<file path="src/rtl/ldpc_pkg.sv">
// Shared constants, counter widths and FSM encoding for the LDPC burst feeder.
package ldpc_pkg;
    localparam int CW_LEN       = 9216;
    localparam int CW_PER_FRAME = 15;
    localparam int RD_LAT       = 3;

    localparam int CNT_W   = 14;
    localparam int CW_W    = 4;
    localparam int DRAIN_W = 3;

    typedef enum logic [3:0] {
        S_IDLE  = 4'b0001,
        S_REQ   = 4'b0010,
        S_DRAIN = 4'b0100,
        S_FIN   = 4'b1000
    } state_t;
endpackage

</file>
<file path="src/rtl/ldpc_rcv_framer.sv">
// Registers returned samples toward the decoder with sop/eop/index framing.
// One cycle latency from bidin_ena_out to ldc_dv; no backpressure (decoder space is reserved up front).
module ldpc_rcv_framer #(
    parameter int WID    = 6,
    parameter int CW_LEN = ldpc_pkg::CW_LEN
) (
    input  logic                      clk,
    input  logic                      rst,
    input  logic                      ena,
    input  logic [WID-1:0]            din,
    input  logic [ldpc_pkg::CW_W-1:0] cw_idx,
    output logic                      dv,
    output logic [WID-1:0]            dout,
    output logic                      sop,
    output logic                      eop,
    output logic [ldpc_pkg::CW_W-1:0] idx,
    output logic                      cw_full,
    output logic                      ovf
);
    import ldpc_pkg::*;

    localparam logic [CNT_W-1:0] CNT_LAST = CNT_W'(CW_LEN - 1);
    localparam logic [CNT_W-1:0] CNT_FULL = CNT_W'(CW_LEN);

    logic [CNT_W-1:0] rcv_cnt_q, rcv_cnt_d;
    logic             dv_q, dv_d, sop_q, sop_d, eop_q, eop_d;
    logic [WID-1:0]   dout_q, dout_d;
    logic [CW_W-1:0]  idx_q, idx_d;

    // rcv_cnt parks at CW_LEN for exactly the eop cycle so the FSM can see completion,
    // then wraps; a sample arriving during that cycle is an overflow.
    assign cw_full = (rcv_cnt_q == CNT_FULL);
    assign ovf     = ena && cw_full;

    always_comb begin
        rcv_cnt_d = rcv_cnt_q;
        if (cw_full)
            rcv_cnt_d = '0;
        else if (ena)
            rcv_cnt_d = rcv_cnt_q + 1'b1;
        dv_d   = ena;
        sop_d  = ena && (rcv_cnt_q == '0);
        eop_d  = ena && (rcv_cnt_q == CNT_LAST);
        dout_d = ena ? din : dout_q;
        idx_d  = ena ? cw_idx : idx_q;
    end

    always_ff @(posedge clk or posedge rst) begin
        if (rst) begin
            rcv_cnt_q <= '0;
            dv_q      <= 1'b0;
            sop_q     <= 1'b0;
            eop_q     <= 1'b0;
            dout_q    <= '0;
            idx_q     <= '0;
        end else begin
            rcv_cnt_q <= rcv_cnt_d;
            dv_q      <= dv_d;
            sop_q     <= sop_d;
            eop_q     <= eop_d;
            dout_q    <= dout_d;
            idx_q     <= idx_d;
        end
    end

    assign dv   = dv_q;
    assign dout = dout_q;
    assign sop  = sop_q;
    assign eop  = eop_q;
    assign idx  = idx_q;
endmodule

</file>
<file path="src/rtl/ldpc_feeder.sv">
// Fetches 15 codewords per frame from the deinterleaver as one read burst each and frames them for the decoder.
// ldpc_req starts one edge after bidin_full & dec_rdy in IDLE; samples reach the decoder RD_LAT+1 cycles after request; dec_rdy only gates burst start.
module ldpc_feeder #(
    parameter int WID          = 6,
    parameter int CW_LEN       = ldpc_pkg::CW_LEN,
    parameter int CW_PER_FRAME = ldpc_pkg::CW_PER_FRAME,
    parameter int RD_LAT       = ldpc_pkg::RD_LAT
) (
    input  logic                      clk,
    input  logic                      rst,
    input  logic                      bidin_full,
    input  logic                      bidin_ena_out,
    input  logic [WID-1:0]            bidin_dout,
    input  logic                      dec_rdy,
    output logic                      ldpc_req,
    output logic                      ldpc_fin,
    output logic                      ldc_dv,
    output logic [WID-1:0]            ldc_din,
    output logic                      ldc_sop,
    output logic                      ldc_eop,
    output logic [ldpc_pkg::CW_W-1:0] ldc_cw_idx,
    output logic                      frame_done,
    output logic                      err_flag
);
    import ldpc_pkg::*;

    localparam logic [CNT_W-1:0]   REQ_LAST  = CNT_W'(CW_LEN - 1);
    localparam logic [CW_W-1:0]    CW_LAST   = CW_W'(CW_PER_FRAME - 1);
    localparam logic [DRAIN_W-1:0] DRAIN_MAX = DRAIN_W'(RD_LAT + 2);

    state_t             state_q, state_d;
    logic [CNT_W-1:0]   req_cnt_q, req_cnt_d;
    logic [CW_W-1:0]    cw_cnt_q, cw_cnt_d;
    logic [DRAIN_W-1:0] drain_cnt_q, drain_cnt_d;
    logic               ldpc_req_q, ldpc_req_d, ldpc_fin_q, ldpc_fin_d;
    logic               frame_done_q, frame_done_d, err_flag_q, err_flag_d;
    logic               cw_full, rcv_ovf;

    ldpc_rcv_framer #(.WID(WID), .CW_LEN(CW_LEN)) u_framer (
        .clk     (clk),
        .rst     (rst),
        .ena     (bidin_ena_out),
        .din     (bidin_dout),
        .cw_idx  (cw_cnt_q),
        .dv      (ldc_dv),
        .dout    (ldc_din),
        .sop     (ldc_sop),
        .eop     (ldc_eop),
        .idx     (ldc_cw_idx),
        .cw_full (cw_full),
        .ovf     (rcv_ovf)
    );

    always_comb begin
        state_d      = state_q;
        req_cnt_d    = req_cnt_q;
        cw_cnt_d     = cw_cnt_q;
        drain_cnt_d  = '0;
        ldpc_req_d   = 1'b0;
        ldpc_fin_d   = 1'b0;
        frame_done_d = 1'b0;
        err_flag_d   = err_flag_q | rcv_ovf;
        case (state_q)
            S_IDLE: begin
                if (bidin_ena_out)
                    err_flag_d = 1'b1;
                if (bidin_full && dec_rdy) begin
                    state_d    = S_REQ;
                    req_cnt_d  = '0;
                    ldpc_req_d = 1'b1;
                end
            end
            S_REQ: begin
                if (req_cnt_q == REQ_LAST) begin
                    state_d   = S_DRAIN;
                    req_cnt_d = '0;
                end else begin
                    req_cnt_d  = req_cnt_q + 1'b1;
                    ldpc_req_d = 1'b1;
                end
            end
            S_DRAIN: begin
                // Saturate so a stuck return path keeps flagging without wrapping.
                drain_cnt_d = (drain_cnt_q == DRAIN_MAX) ? DRAIN_MAX : drain_cnt_q + 1'b1;
                if (drain_cnt_q == DRAIN_MAX)
                    err_flag_d = 1'b1;
                if (cw_full) begin
                    state_d      = S_FIN;
                    ldpc_fin_d   = 1'b1;
                    frame_done_d = (cw_cnt_q == CW_LAST);
                end
            end
            S_FIN: begin
                if (bidin_ena_out)
                    err_flag_d = 1'b1;
                cw_cnt_d = (cw_cnt_q == CW_LAST) ? '0 : cw_cnt_q + 1'b1;
                state_d  = S_IDLE;
            end
            default: state_d = S_IDLE;
        endcase
    end

    always_ff @(posedge clk or posedge rst) begin
        if (rst) begin
            state_q      <= S_IDLE;
            req_cnt_q    <= '0;
            cw_cnt_q     <= '0;
            drain_cnt_q  <= '0;
            ldpc_req_q   <= 1'b0;
            ldpc_fin_q   <= 1'b0;
            frame_done_q <= 1'b0;
            err_flag_q   <= 1'b0;
        end else begin
            state_q      <= state_d;
            req_cnt_q    <= req_cnt_d;
            cw_cnt_q     <= cw_cnt_d;
            drain_cnt_q  <= drain_cnt_d;
            ldpc_req_q   <= ldpc_req_d;
            ldpc_fin_q   <= ldpc_fin_d;
            frame_done_q <= frame_done_d;
            err_flag_q   <= err_flag_d;
        end
    end

    assign ldpc_req   = ldpc_req_q;
    assign ldpc_fin   = ldpc_fin_q;
    assign frame_done = frame_done_q;
    assign err_flag   = err_flag_q;
endmodule

</file>
<file path="config.mk">
export PLATFORM = sky130hd
export DESIGN_NAME = ldpc_feeder
export DESIGN_NICKNAME = d
export VERILOG_FILES = /design/src/rtl/ldpc_pkg.sv /design/src/rtl/ldpc_rcv_framer.sv /design/src/rtl/ldpc_feeder.sv
export SDC_FILE = /design/constraint.sdc
export NUM_CORES = 1
export LEC_CHECK = 0
export CAP_MARGIN = 20
export CORE_UTILIZATION = 47
export DETAILED_ROUTE_END_ITERATION = 16
export DONT_BUFFER_PORTS = 1
export PLACE_DENSITY = 0.71
export SLEW_MARGIN = 0
export SYNTH_ARGS = -nofsm -noshare
export SYNTH_HDL_FRONTEND = slang
export SYNTH_SLANG_ARGS = --single-unit
</file>
<file path="constraint.sdc">
create_clock -name clk -period 2.3 [get_ports clk]
set_input_delay 0.23 -clock clk [delete_from_list [all_inputs] [get_ports clk]]
set_output_delay 0.23 -clock clk [all_outputs]
set_load 0.03 [all_outputs]
</file>
# Word level (Yosys, flattened, before mapping)
# Cells that the tools add are included.
[classes] bitwise=1 addsub=4 n_eq_ne=12 reduce_logical=10 n_mux=22
[op_table] cell="$mux 14" n=4
[op_table] cell="$eq 14x14->1 const B" n=3
[op_table] cell="$add 14x1->14 const B" n=2
[op_table] cell="$pmux 14 s2" n=1
[op_table] cell="$mux 4" n=4
[op_table] cell="$logic_not 14->1" n=1
[op_table] cell="$pmux 4 s3" n=1
[op_table] cell="$eq 4x4->1 const B" n=2
[op_table] cell="$mux 1" n=8
[op_table] cell="$mux 3" n=2
[op_table] cell="$add 4x1->4 const B" n=1
[op_table] cell="$eq 4x1->1 const B" n=1
[op_table] cell="$eq 4x2->1 const B" n=1
[op_table] cell="$eq 4x3->1 const B" n=1
[op_table] cell="$logic_and 1x1->1" n=4
[op_table] cell="$ne 2x2->1 const B" n=2
[op_table] cell="$pmux 1 s2" n=2
[op_table] cell="$reduce_bool 2->1" n=2
[op_table] cell="$add 3x1->3 const B" n=1
[op_table] cell="$eq 3x3->1 const B" n=1
[op_table] cell="$reduce_and 3->1" n=1
[op_table] cell="$ne 2x1->1 const B" n=1
[op_table] cell="$reduce_and 2->1" n=1
[op_table] cell="$reduce_or 2->1" n=1
[op_table] cell="$or 1x1->1" n=1
[word_totals] ff_bits=56 output_inout_bits=17

# Longest topological paths before layout
[logic_depth] word_depth=5 ltp_mapped=6

# Hierarchy
# From an unflattened synthesis, not the netlist that was laid out.
[unflattened] hier_cells=252 area_unflattened_um2=2771.4
[by_module_without_submodules] mod="ldpc_feeder" cells_each=159 seq_area_each_um2=726.9 area_per_inst_um2=1604.0 n_inst=1
[by_module_without_submodules] mod="ldpc_rcv_framer" cells_each=93 seq_area_each_um2=675.6 area_per_inst_um2=1167.4 n_inst=1

# Worst setup path after synthesis
# No wires, ideal clock.
[synth_timing] kind="flip-flop to flip-flop" start="reg u_framer.rcv_cnt_q[0]" end="reg frame_done_q, in the netlist frame_done" required_ns=2.220 path_stages_with_launch=7 arrival_ns=1.838 n_path_buf=0 period_less_slack_ns=1.918 setup_ns=0.080 slack_ns=0.382 cell_sequence="dfrtp_1 > inv_1 > ha_1 > or4b_4 > nor4_4 > and4b_1 > nor3b_2"
[synth_between] elab_chain_len=3
[synth_rtl] item="from (decl)" line="ldpc_rcv_framer.sv:25" source="logic [CNT_W-1:0] rcv_cnt_q, rcv_cnt_d;"
[synth_rtl] item="from (signal assigned)" line="ldpc_rcv_framer.sv:57" source="rcv_cnt_q <= rcv_cnt_d;"
[synth_rtl] item="$eq 14x14->1" line="ldpc_rcv_framer.sv:32" source="assign cw_full = (rcv_cnt_q == CNT_FULL);"
[synth_rtl] item="$mux 1" line="ldpc_feeder.sv:87" source="if (cw_full) begin"
[synth_rtl] item="$mux 1" line="ldpc_feeder.sv:63" source="case (state_q)"
[synth_rtl] item="named net frame_done_d" line="ldpc_feeder.sv:36" source="logic frame_done_q, frame_done_d, err_flag_q, err_flag_d;"
[synth_rtl] item="to (signal assigned)" line="ldpc_feeder.sv:120" source="frame_done_q <= frame_done_d;"
[synth_rtl] item="to (decl)" line="ldpc_feeder.sv:36"
# The timed path passes the listed nets, and every way through them passes these cells.
# A chain may end at the register's enable or synchronous reset.

# Worst setup path after layout
[layout_timing] start="reg u_framer.rcv_cnt_q[0]" end="reg err_flag_q, in the netlist err_flag"
[layout_between] elab_chain_len=5
[layout_rtl] item="$eq 14x14->1 (*)" line="ldpc_rcv_framer.sv:32"
[layout_rtl] item="$logic_and 1x1->1 (*)" line="ldpc_rcv_framer.sv:33" source="assign ovf = ena && cw_full;"
[layout_rtl] item="$or 1x1->1 (*)" line="ldpc_feeder.sv:62" source="err_flag_d = err_flag_q | rcv_ovf;"
[layout_rtl] item="$mux 1, on equally long branches" line="ldpc_feeder.sv:65, ldpc_feeder.sv:94, ldpc_feeder.sv:85"
[layout_rtl] item="$pmux 1 s2 (*)" line="ldpc_feeder.sv:63"
[layout_rtl] item="named net err_flag_d" line="ldpc_feeder.sv:36"
[layout_rtl] item="to (signal assigned)" line="ldpc_feeder.sv:121" source="err_flag_q <= err_flag_d;"
[layout_rtl] item="to (decl)" line="ldpc_feeder.sv:36"
# Mark *: on every way through the listed nets, which the timed path passes. The rest lies on a longest branch.

==> metrics.cfg <==
[outcome]
status = finished clean

[floorplan]
die_area_um2 = 5900
rows = 26
core_area_um2 = 5240
die_width_um = 76.8
initial_core_util = 0.503
die_h_um = 76.8
io-pin-count = 28

[yosys]
synth_top_area_frac = 0.523
netlist_area_um2 = 2630
ys_seq_area_frac = 0.533
syn_inst = 245
synth_common_cells = 55 x dfrtp_1, 19 x nand2_1, 16 x o21ai_0, 14 x nor2_1, 13 x nand4_1
synthArstFlopShare = 1.00
synth_simple_gate_area_frac = 0.202
netlist_top_cells_area = dfrtp_1 52%, mux2_2 4.3%, xnor2_1 3.3%, nand4_1 3.1%, o21ai_0 3.0%
yosysMostFrequentCell = dfrtp_1
synth-edff-count = 0
synthesis.nets = 259
synthDistinctLibCells = 48
synthMuxAreaShare = 0.0466
ys_ff_latch = 56
avgSynthCellArea_um2 = 10.7
synth_top_family_by_area = simple AND/OR/NAND/NOR gates
synth_compound_area_frac = 0.131
synth_ff_type = dfrtp_1
yosys.area.top_type = dfrtp_1
synth_warnings = 0
synthAdderAreaFrac = 0.0143
synthXorXnorAreaFrac = 0.0466

[sta]
tightest_slew_ns = 0.587
finalHoldViolCount = 0
drv_slew = 0
rsz0062_at_grt = no
fin_worst_skew_ns = 0.00782
fin_crit_sh = 0.831
setup_violations = 0
slew_headroom = 0.603
max_freq_mhz = 523
whs_ns = 0.0666
fin_crit_ns = 1.91
setup_tns_ns = 0

[cells_and_area]
final_util = 0.550
stdcell_count = 324
fin_area_um2 = 2880
num-nets-final = 267
drive_gt1_frac = 0.146
area_delta_synth_final_pct = 9.46
antenna_cells = 0

[clock_tree]
clkLatencyLatePin_ns = 0.30
cts.clk_slew.worst_paths_ns = 0.10
cts.sinks = 56
tritoncts = done
clock-root-buffer = clkbuf_8
cts_buffers = 5
postCtsSetupRepairBufs = 0
htreeDepth = 2
cts_resized = 0
clock_path_buffers = 2

[power_and_ir_drop]
pwr-share-clk = 0.314
combPwrFrac = 0.107
sw_frac_of_total = 0.264
pwr_density_cell_nw_per_um2 = 700
leakage_uw = 0.00124
p_int_uw = 1480
power_frac_seq = 0.578
p_sw_uw = 533
peakVddDrop_mv = 0.542

[place]
placed_cells = 314
port_buffers = 0
gp_congestion = 0.816
place_area_um2 = 2750
dp_hpwl_mm = 3.50

[global_route]
grt_max_degree = 35
grt_pass1_vias = 1899
grt_usage = 0.185
overflow = 0
antenna_found_initial = 0
grt_first_pass_wirelength_mm = 8.69

[critical_path]
critPathArrivalTime_ns = 2.10
r2r-end = err_flag
r2r.worst_path.cells = 6
crit_path_start_kind = flop
crit_fanout = 5
reg2reg_from = u_framer.rcv_cnt_q[0]
end_kind = flop
regToRegSetupSlack_ns = 0.39
crit_required_ns = 2.49
setup.worst_path.class = flop to flop

[detailed_routing]
antenna_left = 0
wirelength_mm = 4.96
drtPass1Iterations = 4
drc_errors = 0
drtIter0Drc = 158
drt-wirelength-per-cell_um = 15.3
vias = 1912
via_per_inst = 5.90

[hold_path]
hold_start = bidin_dout[2]
hold-path-cell-count = 1
min_path_type = primary input to flop
min_to = u_framer.dout[2]

[run]
drv_cap = 0

## registers in the layout, indices dropped and copies added (netlist names)
register / flops
u_framer.sop: 1
state_q: 4
err_flag: 1
ldpc_fin: 1
req_cnt_q: 14
drain_cnt_q: 3
u_framer.rcv_cnt_q: 14
u_framer.dout: 6
u_framer.eop: 1
frame_done: 1
cw_cnt_q: 4
u_framer.idx: 4
ldpc_req: 1
u_framer.dv: 1
## power by group through the flow
| stage | logic (uW) | registers [uW] | clock network [uW] |
|---|---|---|---|
| after floorplan | 186 | 1170 | 0 |
| after global placement | 216 | 1180 | 0 |
| after detailed placement | 218 | 1180 | 0 |
| after CTS | 223 | 1160 | 649 |
| after global routing | 250 | 1180 | 691 |
| final | 217 | 1170 | 634 |
## worst max path at each step
stage | start | endpoint | slack, ns | cells after the start
global route | u_framer.rcv_cnt_q[0] | err_flag | 0.23 | 6
global placement | u_framer.rcv_cnt_q[0] | frame_done | 0.42 | 6
finish | u_framer.rcv_cnt_q[0] | err_flag | 0.39 | 6
detailed placement | u_framer.rcv_cnt_q[0] | frame_done | 0.41 | 6
CTS | u_framer.rcv_cnt_q[0] | frame_done | 0.39 | 6
floorplan | u_framer.rcv_cnt_q[0] | frame_done | 0.38 | 6
## cells in the final DEF (no fill, tap or decap), drive strengths merged, types with 5 or more instances in the layout
cell / count
dfrtp: 55
nand2: 19
o21ai: 16
nor2: 14
nand4: 13
xnor2: 10
mux2: 10
buf: 9
inv: 9
a21oi: 7
a31oi: 7
nand3: 6
nor3: 5
o31ai: 5
and3: 5
clkbuf: 5
## what timing repair did
| item | 4_1_cts | 5_1_grt |
|---|---|---|
| hold endpoints to repair | 56 | 0 |
| hold buffers | 2 | 0 |
| endpoints found under the setup margin | 0 | 0 |
## logic make-up after synthesis
group,count (synthesis)
AND/OR/NAND/NOR,90
adder cells (fa/ha/maj),3
multiplexers,11
AO/OA/AOI/OAI,52
buffers and inverters,19
XOR/XNOR,14
flip-flops,56
## critical path: stages (launching register included)
cell and delay (ns):
dfrtp_1 0.44, inv_1 0.08, ha_1 0.13, or4b_4 0.47
nor4_4 0.33, o21ai_0 0.20, o311ai_0 0.15
## per-stage QoR
stage / power [uW] / setup slack [ns]
final: 2020 / 0.389
after global placement: 1390 / 0.423
after floorplan: 1350 / 0.382
after global routing: 2120 / 0.227
after CTS: 2040 / 0.393
after detailed placement: 1400 / 0.409
## cell type report
cell class | instances | area, um2
inverters | 9 | 33.8
flip-flops and latches | 56 | 1400
fillers | 443 | 2360
clock inverters | 3 | 42.5
clock buffers | 5 | 68.8
multi-input cells | 170 | 1160
well taps | 70 | 87.6
repair buffers | 11 | 87.6
## metal layers
metal  up-vias  share of wire  global-route usage
met5         -              0                   0
met4         0          0.014              0.0712
met3         8          0.055              0.0512
met2        49           0.44               0.269
met1       933           0.50               0.262
li1        922              -                   -
Note: power is estimated with default switching activity, not from simulation.
